<file path="src/rtl/spectrum_pkg.sv">
// Shared constants for the spectrum processing chain (magnitude-squared, norm, peak detect).
// No ports; imported by the stages that agree on frame geometry and sample widths.
package spectrum_pkg;

  // Frame geometry.
  localparam int unsigned FFT_BINS  = 4096;
  localparam int unsigned BIN_IDX_W = 12;

  // Sample widths.
  localparam int unsigned CPLX_W      = 16;
  localparam int unsigned MAG_SQ_W    = 32;
  localparam int unsigned FRAME_CNT_W = 16;

  // Bin-range constants used by the downstream consumers.
  localparam int unsigned LOW_BIN_CUTOFF  = 72;
  localparam int unsigned HIGH_BIN_CUTOFF = FFT_BINS / 2;

endpackage

</file>
<file path="src/rtl/cmplx_mag_sq_pipe.sv">
// Three-stage |z|^2 pipeline with a parallel valid/sideband shift register.
//   clk, rst      : clock, asynchronous active-high reset
//   in_valid      : input beat valid
//   in_re, in_im  : signed real / imaginary parts
//   in_sb         : sideband travelling with the beat
//   out_valid     : output beat valid, three cycles after in_valid
//   out_mag       : unsigned re^2 + im^2
//   out_sb        : sideband of the output beat, zero when out_valid is low
module cmplx_mag_sq_pipe
  import spectrum_pkg::*;
#(
  parameter int unsigned SB_W = 14
) (
  input  logic                       clk,
  input  logic                       rst,
  input  logic                       in_valid,
  input  logic signed [CPLX_W-1:0]   in_re,
  input  logic signed [CPLX_W-1:0]   in_im,
  input  logic        [SB_W-1:0]     in_sb,
  output logic                       out_valid,
  output logic        [MAG_SQ_W-1:0] out_mag,
  output logic        [SB_W-1:0]     out_sb
);

  logic [2:0] vld_q;

  logic signed [CPLX_W-1:0]   re_q, im_q;
  logic        [MAG_SQ_W-1:0] re_sq_q, im_sq_q;
  logic        [MAG_SQ_W-1:0] mag_q;
  logic        [SB_W-1:0]     sb1_q, sb2_q, sb3_q;

  logic signed [MAG_SQ_W-1:0] re_ext, im_ext;
  logic signed [MAG_SQ_W-1:0] re_sq_d, im_sq_d;

  // Sign-extend to the product width; the squares are at most 2^30, so the low 32 bits are exact.
  always_comb begin
    re_ext  = {{(MAG_SQ_W - CPLX_W){re_q[CPLX_W-1]}}, re_q};
    im_ext  = {{(MAG_SQ_W - CPLX_W){im_q[CPLX_W-1]}}, im_q};
    re_sq_d = re_ext * re_ext;
    im_sq_d = im_ext * im_ext;
  end

  // Control and sideband: reset, and cleared on bubbles so stale tlast/err never leak out.
  always_ff @(posedge clk or posedge rst) begin
    if (rst) begin
      vld_q <= '0;
      sb1_q <= '0;
      sb2_q <= '0;
      sb3_q <= '0;
      mag_q <= '0;
    end else begin
      vld_q <= {vld_q[1:0], in_valid};
      sb1_q <= in_valid ? in_sb : '0;
      sb2_q <= vld_q[0] ? sb1_q : '0;
      sb3_q <= vld_q[1] ? sb2_q : '0;
      if (vld_q[1]) begin
        mag_q <= re_sq_q + im_sq_q;
      end
    end
  end

  // Data stages need no reset; they only hold meaning while their valid bit is set.
  always_ff @(posedge clk) begin
    if (in_valid) begin
      re_q <= in_re;
      im_q <= in_im;
    end
    if (vld_q[0]) begin
      re_sq_q <= re_sq_d;
      im_sq_q <= im_sq_d;
    end
  end

  assign out_valid = vld_q[2];
  assign out_mag   = mag_q;
  assign out_sb    = sb3_q;

endmodule

</file>
<file path="src/rtl/fft_mag_squared.sv">
// Magnitude-squared spectrum producer: re^2 + im^2 per FFT bin with bin indexing and frame checks.
//   clk, rst           : clock, asynchronous active-high reset
//   fft_tdata          : {im[31:16], re[15:0]}, signed
//   fft_tvalid         : input beat valid (no backpressure)
//   fft_tlast          : last bin of input frame, qualified by fft_tvalid
//   mag_squared_tdata  : unsigned re^2 + im^2, three cycles after the input beat
//   mag_squared_tvalid : output beat valid
//   mag_squared_tlast  : forwarded input tlast (never synthesized)
//   mag_squared_tuser  : bin index of the output beat
//   frame_error        : one-cycle pulse on the output beat that exposed an early/missing tlast
//   frame_count        : completed frames (tlast beats), wrapping
module fft_mag_squared
  import spectrum_pkg::*;
#(
  parameter int unsigned FRAME_LEN = FFT_BINS,
  parameter int unsigned IDX_W     = BIN_IDX_W
) (
  input  logic                   clk,
  input  logic                   rst,
  input  logic [31:0]            fft_tdata,
  input  logic                   fft_tvalid,
  input  logic                   fft_tlast,
  output logic [MAG_SQ_W-1:0]    mag_squared_tdata,
  output logic                   mag_squared_tvalid,
  output logic                   mag_squared_tlast,
  output logic [IDX_W-1:0]       mag_squared_tuser,
  output logic                   frame_error,
  output logic [FRAME_CNT_W-1:0] frame_count
);

  localparam int unsigned SB_W = IDX_W + 2;
  localparam logic [IDX_W-1:0] LastBin = IDX_W'(FRAME_LEN - 1);

  logic [IDX_W-1:0]       bin_q, bin_d;
  logic [FRAME_CNT_W-1:0] frame_count_q, frame_count_d;
  logic                   at_last;
  logic                   beat_err;
  logic [SB_W-1:0]        sb_in, sb_out;

  assign at_last = (bin_q == LastBin);

  // Early tlast and a wrap without tlast are both exactly "tlast disagrees with the last bin".
  assign beat_err = fft_tvalid & (fft_tlast ^ at_last);

  always_comb begin
    bin_d         = bin_q;
    frame_count_d = frame_count_q;
    if (fft_tvalid) begin
      if (fft_tlast || at_last) begin
        bin_d = '0;
      end else begin
        bin_d = bin_q + IDX_W'(1);
      end
      if (fft_tlast) begin
        frame_count_d = frame_count_q + FRAME_CNT_W'(1);
      end
    end
  end

  always_ff @(posedge clk or posedge rst) begin
    if (rst) begin
      bin_q         <= '0;
      frame_count_q <= '0;
    end else begin
      bin_q         <= bin_d;
      frame_count_q <= frame_count_d;
    end
  end

  assign sb_in = {fft_tlast, beat_err, bin_q};

  cmplx_mag_sq_pipe #(
    .SB_W (SB_W)
  ) u_pipe (
    .clk       (clk),
    .rst       (rst),
    .in_valid  (fft_tvalid),
    .in_re     (fft_tdata[15:0]),
    .in_im     (fft_tdata[31:16]),
    .in_sb     (sb_in),
    .out_valid (mag_squared_tvalid),
    .out_mag   (mag_squared_tdata),
    .out_sb    (sb_out)
  );

  assign mag_squared_tlast = sb_out[SB_W-1];
  assign frame_error       = sb_out[SB_W-2];
  assign mag_squared_tuser = sb_out[IDX_W-1:0];
  assign frame_count       = frame_count_q;

endmodule

</file>
<file path="config.mk">
export PLATFORM = sky130hd
export DESIGN_NAME = fft_mag_squared
export DESIGN_NICKNAME = d
export VERILOG_FILES = /design/src/rtl/spectrum_pkg.sv /design/src/rtl/cmplx_mag_sq_pipe.sv /design/src/rtl/fft_mag_squared.sv
export SDC_FILE = /design/constraint.sdc
export NUM_CORES = 2
export LEC_CHECK = 0
export ABC_CLOCK_PERIOD_IN_PS = 6100
export CAP_MARGIN = 40
export CORE_UTILIZATION = 58
export DETAILED_ROUTE_END_ITERATION = 6
export MAX_ROUTING_LAYER = met4
export PLACE_DENSITY = 0.79
export SLEW_MARGIN = 20
export SYNTH_ARGS = -nofsm -noshare
export SYNTH_HDL_FRONTEND = slang
export SYNTH_SLANG_ARGS = --single-unit
</file>
<file path="constraint.sdc">
create_clock -name clk -period 6.1 [get_ports clk]
set_clock_uncertainty 0.1 [all_clocks]
set_input_delay 0.61 -clock clk [delete_from_list [all_inputs] [get_ports clk]]
set_output_delay 0.61 -clock clk [all_outputs]
set_load 0.05 [all_outputs]
</file>
-- Word level (Yosys, flattened, before mapping)
Index checks and enable logic that the tools add are counted.
- input bits: 36
- output and inout port bits: 63
- bits in latches: 0
- logic and storage cells: 25
- memory bits (read-only): 0
- memory bits (writable): 0
- memories: 0
- flip-flop bits (word level): 201
- muxes and demuxes: 4
- eq/ne operators: 1
- divide/modulo/power cells: 0
- magnitude comparators: 0
- $mul: 2
- shift-type cells: 0
- reductions and logical operators: 2
- bitwise operators: 2
- add/subtract/negate cells: 3
- operators with widths (cell ; number):
    multiplier 16 x 16 -> 32 bit ; 2
    2-to-1 mux 14 bit ; 3
    adder 32 bit ; 1
    adder 16 x 1 -> 16 bit, second input constant ; 1
    adder 12 x 1 -> 12 bit, second input constant ; 1
    == test 12 bit, second input constant ; 1
    2-to-1 mux 12 bit ; 1
    AND reduction 2 bit ; 1
    AND 1 bit ; 1
    logical OR 1 bit ; 1
    XOR 1 bit ; 1

-- Depth between registers and ports, before layout
- depth in word-level cells: 4
- mapped depth: 25
- gate-level depth less buffers: 23

-- Modules after synthesis
From an unflattened synthesis, not the netlist that was laid out.
- cells, all modules: 2549
- area, all modules: 26052.5 µm²
- modules (own cells, without submodules) (module ; area each (µm²) ; seq. area each (µm²) ; instances ; cells an instance):
    cmplx_mag_sq_pipe ; 24624.9 ; 4749.6 ; 1 ; 2410
    fft_mag_squared ; 1427.6 ; 700.7 ; 1 ; 139

-- Least setup slack after synthesis
Ideal clock, no wire load.
- path type: flip-flop to flip-flop
- from: register u_pipe.im_q[5]
- to: register u_pipe.im_sq_q[31] (data pin)
- path buffers: 2
- stages on the path, launching flop included: 22
- data arrival time: 5.917 ns
- setup slack: -0.179 ns
- period minus slack after synthesis: 6.279 ns
- cells stage by stage: edfxtp_1 -> clkbuf_1 -> clkbuf_1 -> nand2_1 -> fa_1 -> inv_1 -> fa_1 -> fa_1 -> fa_1 -> fa_1 -> inv_1 -> fa_1 -> inv_1 -> ha_1 -> a21o_1 -> a21o_1 -> a31o_2 -> a2bb2oi_1 -> a31oi_1 -> a211o_1 -> a21oi_1 -> xor2_1
- cells in the longest elaborated chain, start to end: 1
- RTL lines (what ; RTL line ; text):
    from (decl) ; cmplx_mag_sq_pipe.sv:27 ; logic signed [CPLX_W-1:0] re_q, im_q;
    from (signal assigned) ; cmplx_mag_sq_pipe.sv:66 ; im_q <= in_im;
    multiplier 16 x 16 -> 32 bit ; cmplx_mag_sq_pipe.sv:40 ; im_sq_d = im_ext * im_ext;
    named net u_pipe.im_sq_d[31] ; cmplx_mag_sq_pipe.sv:33 ; logic signed [MAG_SQ_W-1:0] re_sq_d, im_sq_d;
    to (signal assigned) ; cmplx_mag_sq_pipe.sv:70 ; im_sq_q <= im_sq_d;
    to (decl) ; cmplx_mag_sq_pipe.sv:28 ; logic [MAG_SQ_W-1:0] re_sq_q, im_sq_q;
The timed path passes the listed nets, and every way through them passes these cells.
A chain may end at the register's enable or synchronous reset.

-- Worst setup path after layout
- from: register u_pipe.im_q[8]
- to: register u_pipe.im_sq_q[28] (data pin)
The elaborated chain is that of the path after synthesis.

==> results.sh <==
export IMPL_status="finished with violations"
export IMPL_violations="setup timing"
export IMPL_syn_inst=2500
export IMPL_antenna_found_initial=0
export IMPL_worst_setup_path_start_kind="flip-flop"
export IMPL_end_kind="flip-flop"
export IMPL_setup_violations=4
export IMPL_grt_pass1_wl_mm=95.9
export IMPL_synthMuxAreaShare_pct=0.948
export IMPL_worstPathCellList="buf_4, and2_4, fa_1, inv_1, fa_1, fa_1, inv_1, fa_1, fa_1, inv_1, fa_1, inv_1, ha_4, or3_1, o211ai_1, o221ai_4, o211ai_1, buf_4, o21bai_1, a21oi_1, xnor2_1"
export IMPL_wl_per_cell_um=17.2
export IMPL_synth_area_um2=25700
export IMPL_synth_flop_cell="dfrtp_1"
export IMPL_fp_dieH_um=213
export IMPL_yosys_top_cells_count="618 x inv_1, 470 x fa_1, 213 x ha_1, 199 x nand2_1, 127 x and2_1"
export IMPL_ctsHtreeMaxLevel=4
export IMPL_cp_slowest_cell="fa_1"
export IMPL_period_needed_ps=6190
export IMPL_cts_root_buf="clkbuf_16"
export IMPL_crit_family="adder cells"
export IMPL_drt_iter0_drc=1054
export IMPL_port_buffers=98
export IMPL_path_class="reg -> reg"
export IMPL_crit_required_ps=6220
export IMPL_vias=18300
export IMPL_num_nets_final=3533
export IMPL_fin_crit_sh_pct=101
export IMPL_ys_top_cells_by_area="fa_1 37%, edfxtp_1 11%, ha_1 10%, dfrtp_1 10%, inv_1 9.0%"
export IMPL_multiInputGateArea_um2=18600
export IMPL_timing_critical_path_buf_inv=6
export IMPL_cts_hold_buffers=0
export IMPL_vias_per_cell=5.37
export IMPL_synth_most_common_cell="inv_1"
export IMPL_max_freq_ghz=0.162
export IMPL_cts_tree="yes"
export IMPL_slew_viol_final=0
export IMPL_synthToLayoutAreaGrowth_pct=19.7
export IMPL_yosys_area_top_type="fa_1"
export IMPL_hp_class="reg -> reg"
export IMPL_synth_area_per_cell_um2=10.3
export IMPL_ys_warn_count=0
export IMPL_io_pins=99
export IMPL_yosysSeqAreaShare_pct=21.2
export IMPL_grt_max_degree=78
export IMPL_totalWireLength_mm=58.8
export IMPL_syn_nets=3219
export IMPL_clkLatencyLatePin_ps=470
export IMPL_netlist_area_leader_share_pct=36.6
export IMPL_cp_common_cell="fa_1"
export IMPL_fillers=3001
export IMPL_grt_pass1_vias=20100
export IMPL_slowest_delay_ps=520
export IMPL_final_setup_worst_slack_ps=-90.6
export IMPL_rsz0062_at_grt="yes"
export IMPL_gp_congestion=0.929
export IMPL_synthAdderAreaFrac_pct=46.9
export IMPL_grt_overflow=0
export IMPL_start_util_pct=59.2
export IMPL_synthSimpleGateAreaFrac_pct=10.4
export IMPL_hpwlAfterDp_mm=46.6
export IMPL_cts_buffer_depth=2
export IMPL_synthArstFlopShare_pct=52.8
export IMPL_hold_violations=0
export IMPL_die_area_um2=45200
export IMPL_rows=76
export IMPL_num_antenna_cells=0
export IMPL_tightest_slew_ps=858
export IMPL_drtAntennaViolNets=0
export IMPL_numCtsBuffers=17
export IMPL_synth_cell_types=67
export IMPL_grt_usage_pct=28.1
export IMPL_die_x_um=213
export IMPL_synth_xor_area_share_pct=4.22
export IMPL_fin_setup_tns_ps=-259
export IMPL_synth_enable_flop_cells=94
export IMPL_synth_top_family_by_area="adder cells"
export IMPL_clk_pin_slew_ps=80
export IMPL_arrival_ps=6310
export IMPL_synth_compound_area_share_pct=6.43
export IMPL_drive_gt1_share_pct=18.0
export IMPL_ys_seq_elements=199
export IMPL_area_sequential_um2=5450
export IMPL_maxSlewHeadroom_pct=42.8
export IMPL_cp_max_fo=5
export IMPL_drcViolationCount=0
export IMPL_coreArea_um2=43500
export IMPL_cts_sink_count=199
export IMPL_firstDrtPassIters=7
export IMPL_cap_violations=0
[registers in the layout, indices dropped and copies added (netlist names)]
register        cells
u_pipe.im_sq_q     31
bin_q              12
u_pipe.sb1_q       14
u_pipe.re_sq_q     31
u_pipe.sb2_q       14
u_pipe.vld_q        3
frame_count        16
u_pipe.re_q        16
u_pipe.out_sb      14
u_pipe.im_q        16
u_pipe.out_mag     32
[area by class of cell]
class	count	area share (%)
timing repair buffer	355	10.1
clock inverter	13	0.435
multi-input combinational	1623	60.4
tap	585	2.38
inverter	618	7.57
clock buffer	19	1.47
sequential	199	17.7
[layer usage]
layer,routed length [um],up-vias,share of wire [%],GRT usage (%)
met5,0,-,0,-
met4,1660,0,2.8,8.34
met3,2560,127,4.4,2.98
met2,31100,478,53,48.8
met1,23500,9390,40,34.7
li1,-,8328,-,-
[cell usage in the layout, fill, tap and decap left out, types with 30 or more instances in the layout]
cell type and instances:
xnor2_1 93, dfrtp_1 104, clkdlybuf4s50_1 97, fa_1 454, nand2_1 179, edfxtp_1 94, nor2_1 80, o21ai_0 31
ha_1 194, and2_1 118, a21o_1 30, inv_1 586, a21oi_1 46, buf_6 32, buf_4 219
[path summary, 6_finish.rpt]
kind | startpoint | end | slack [ps] | cells past startpoint
max | u_pipe.im_q[8]$_DFFE_PP_ | u_pipe.im_sq_q[28]$_DFFE_PP_ | -90 | 21
min | u_pipe.sb1_q[4]$_DFF_PP0_ | u_pipe.sb2_q[4]$_DFF_PP0_ | 360 | 1
max reg2reg | u_pipe.im_q[8]$_DFFE_PP_ | u_pipe.im_sq_q[28]$_DFFE_PP_ | -90 | 21
min reg2reg | u_pipe.sb1_q[4]$_DFF_PP0_ | u_pipe.sb2_q[4]$_DFF_PP0_ | 360 | 1
max in group asynchronous | rst | frame_count[4]$_DFFE_PP0P_ | 4260 | 3
min in group asynchronous | rst | u_pipe.sb2_q[0]$_DFF_PP0_ | 520 | 2
[per-stage QoR]
step / setup WS [ps] / utilization (%) / cells / hold WS, ps / cell area [um2]
after global placement: -129 / 66.5 / 3338 / 337 / 28900
after global routing: -295 / 70.9 / 3412 / 372 / 30800
after CTS: -35.4 / 68.5 / 3382 / 356 / 29800
final: -90.6 / 70.9 / 3412 / 357 / 30800
after floorplan: 22.7 / - / 2500 / 308 / 25700
after detailed placement: -257 / 66.5 / 3338 / 339 / 28900
[cell families after synthesis]
family | after synthesis
adder cells (fa/ha/maj) | 683
AND/OR/NAND/NOR | 548
AO/OA/AOI/OAI | 246
multiplexers | 22
buffers and inverters | 678
flip-flops | 199
XOR/XNOR | 124
[timing repair]
item | CTS | global route
endpoints found under the hold margin | 0 | 0
cloned | 1 | 0
setup endpoints to repair | 18 | 26
pin swaps | 35 | 109
buffers inserted | 11 | 31
resized for setup | 50 | 201
Power is left out: the tool's default activity adds up to more than one toggle a clock period on the data nets, which glitch-free logic cannot reach.
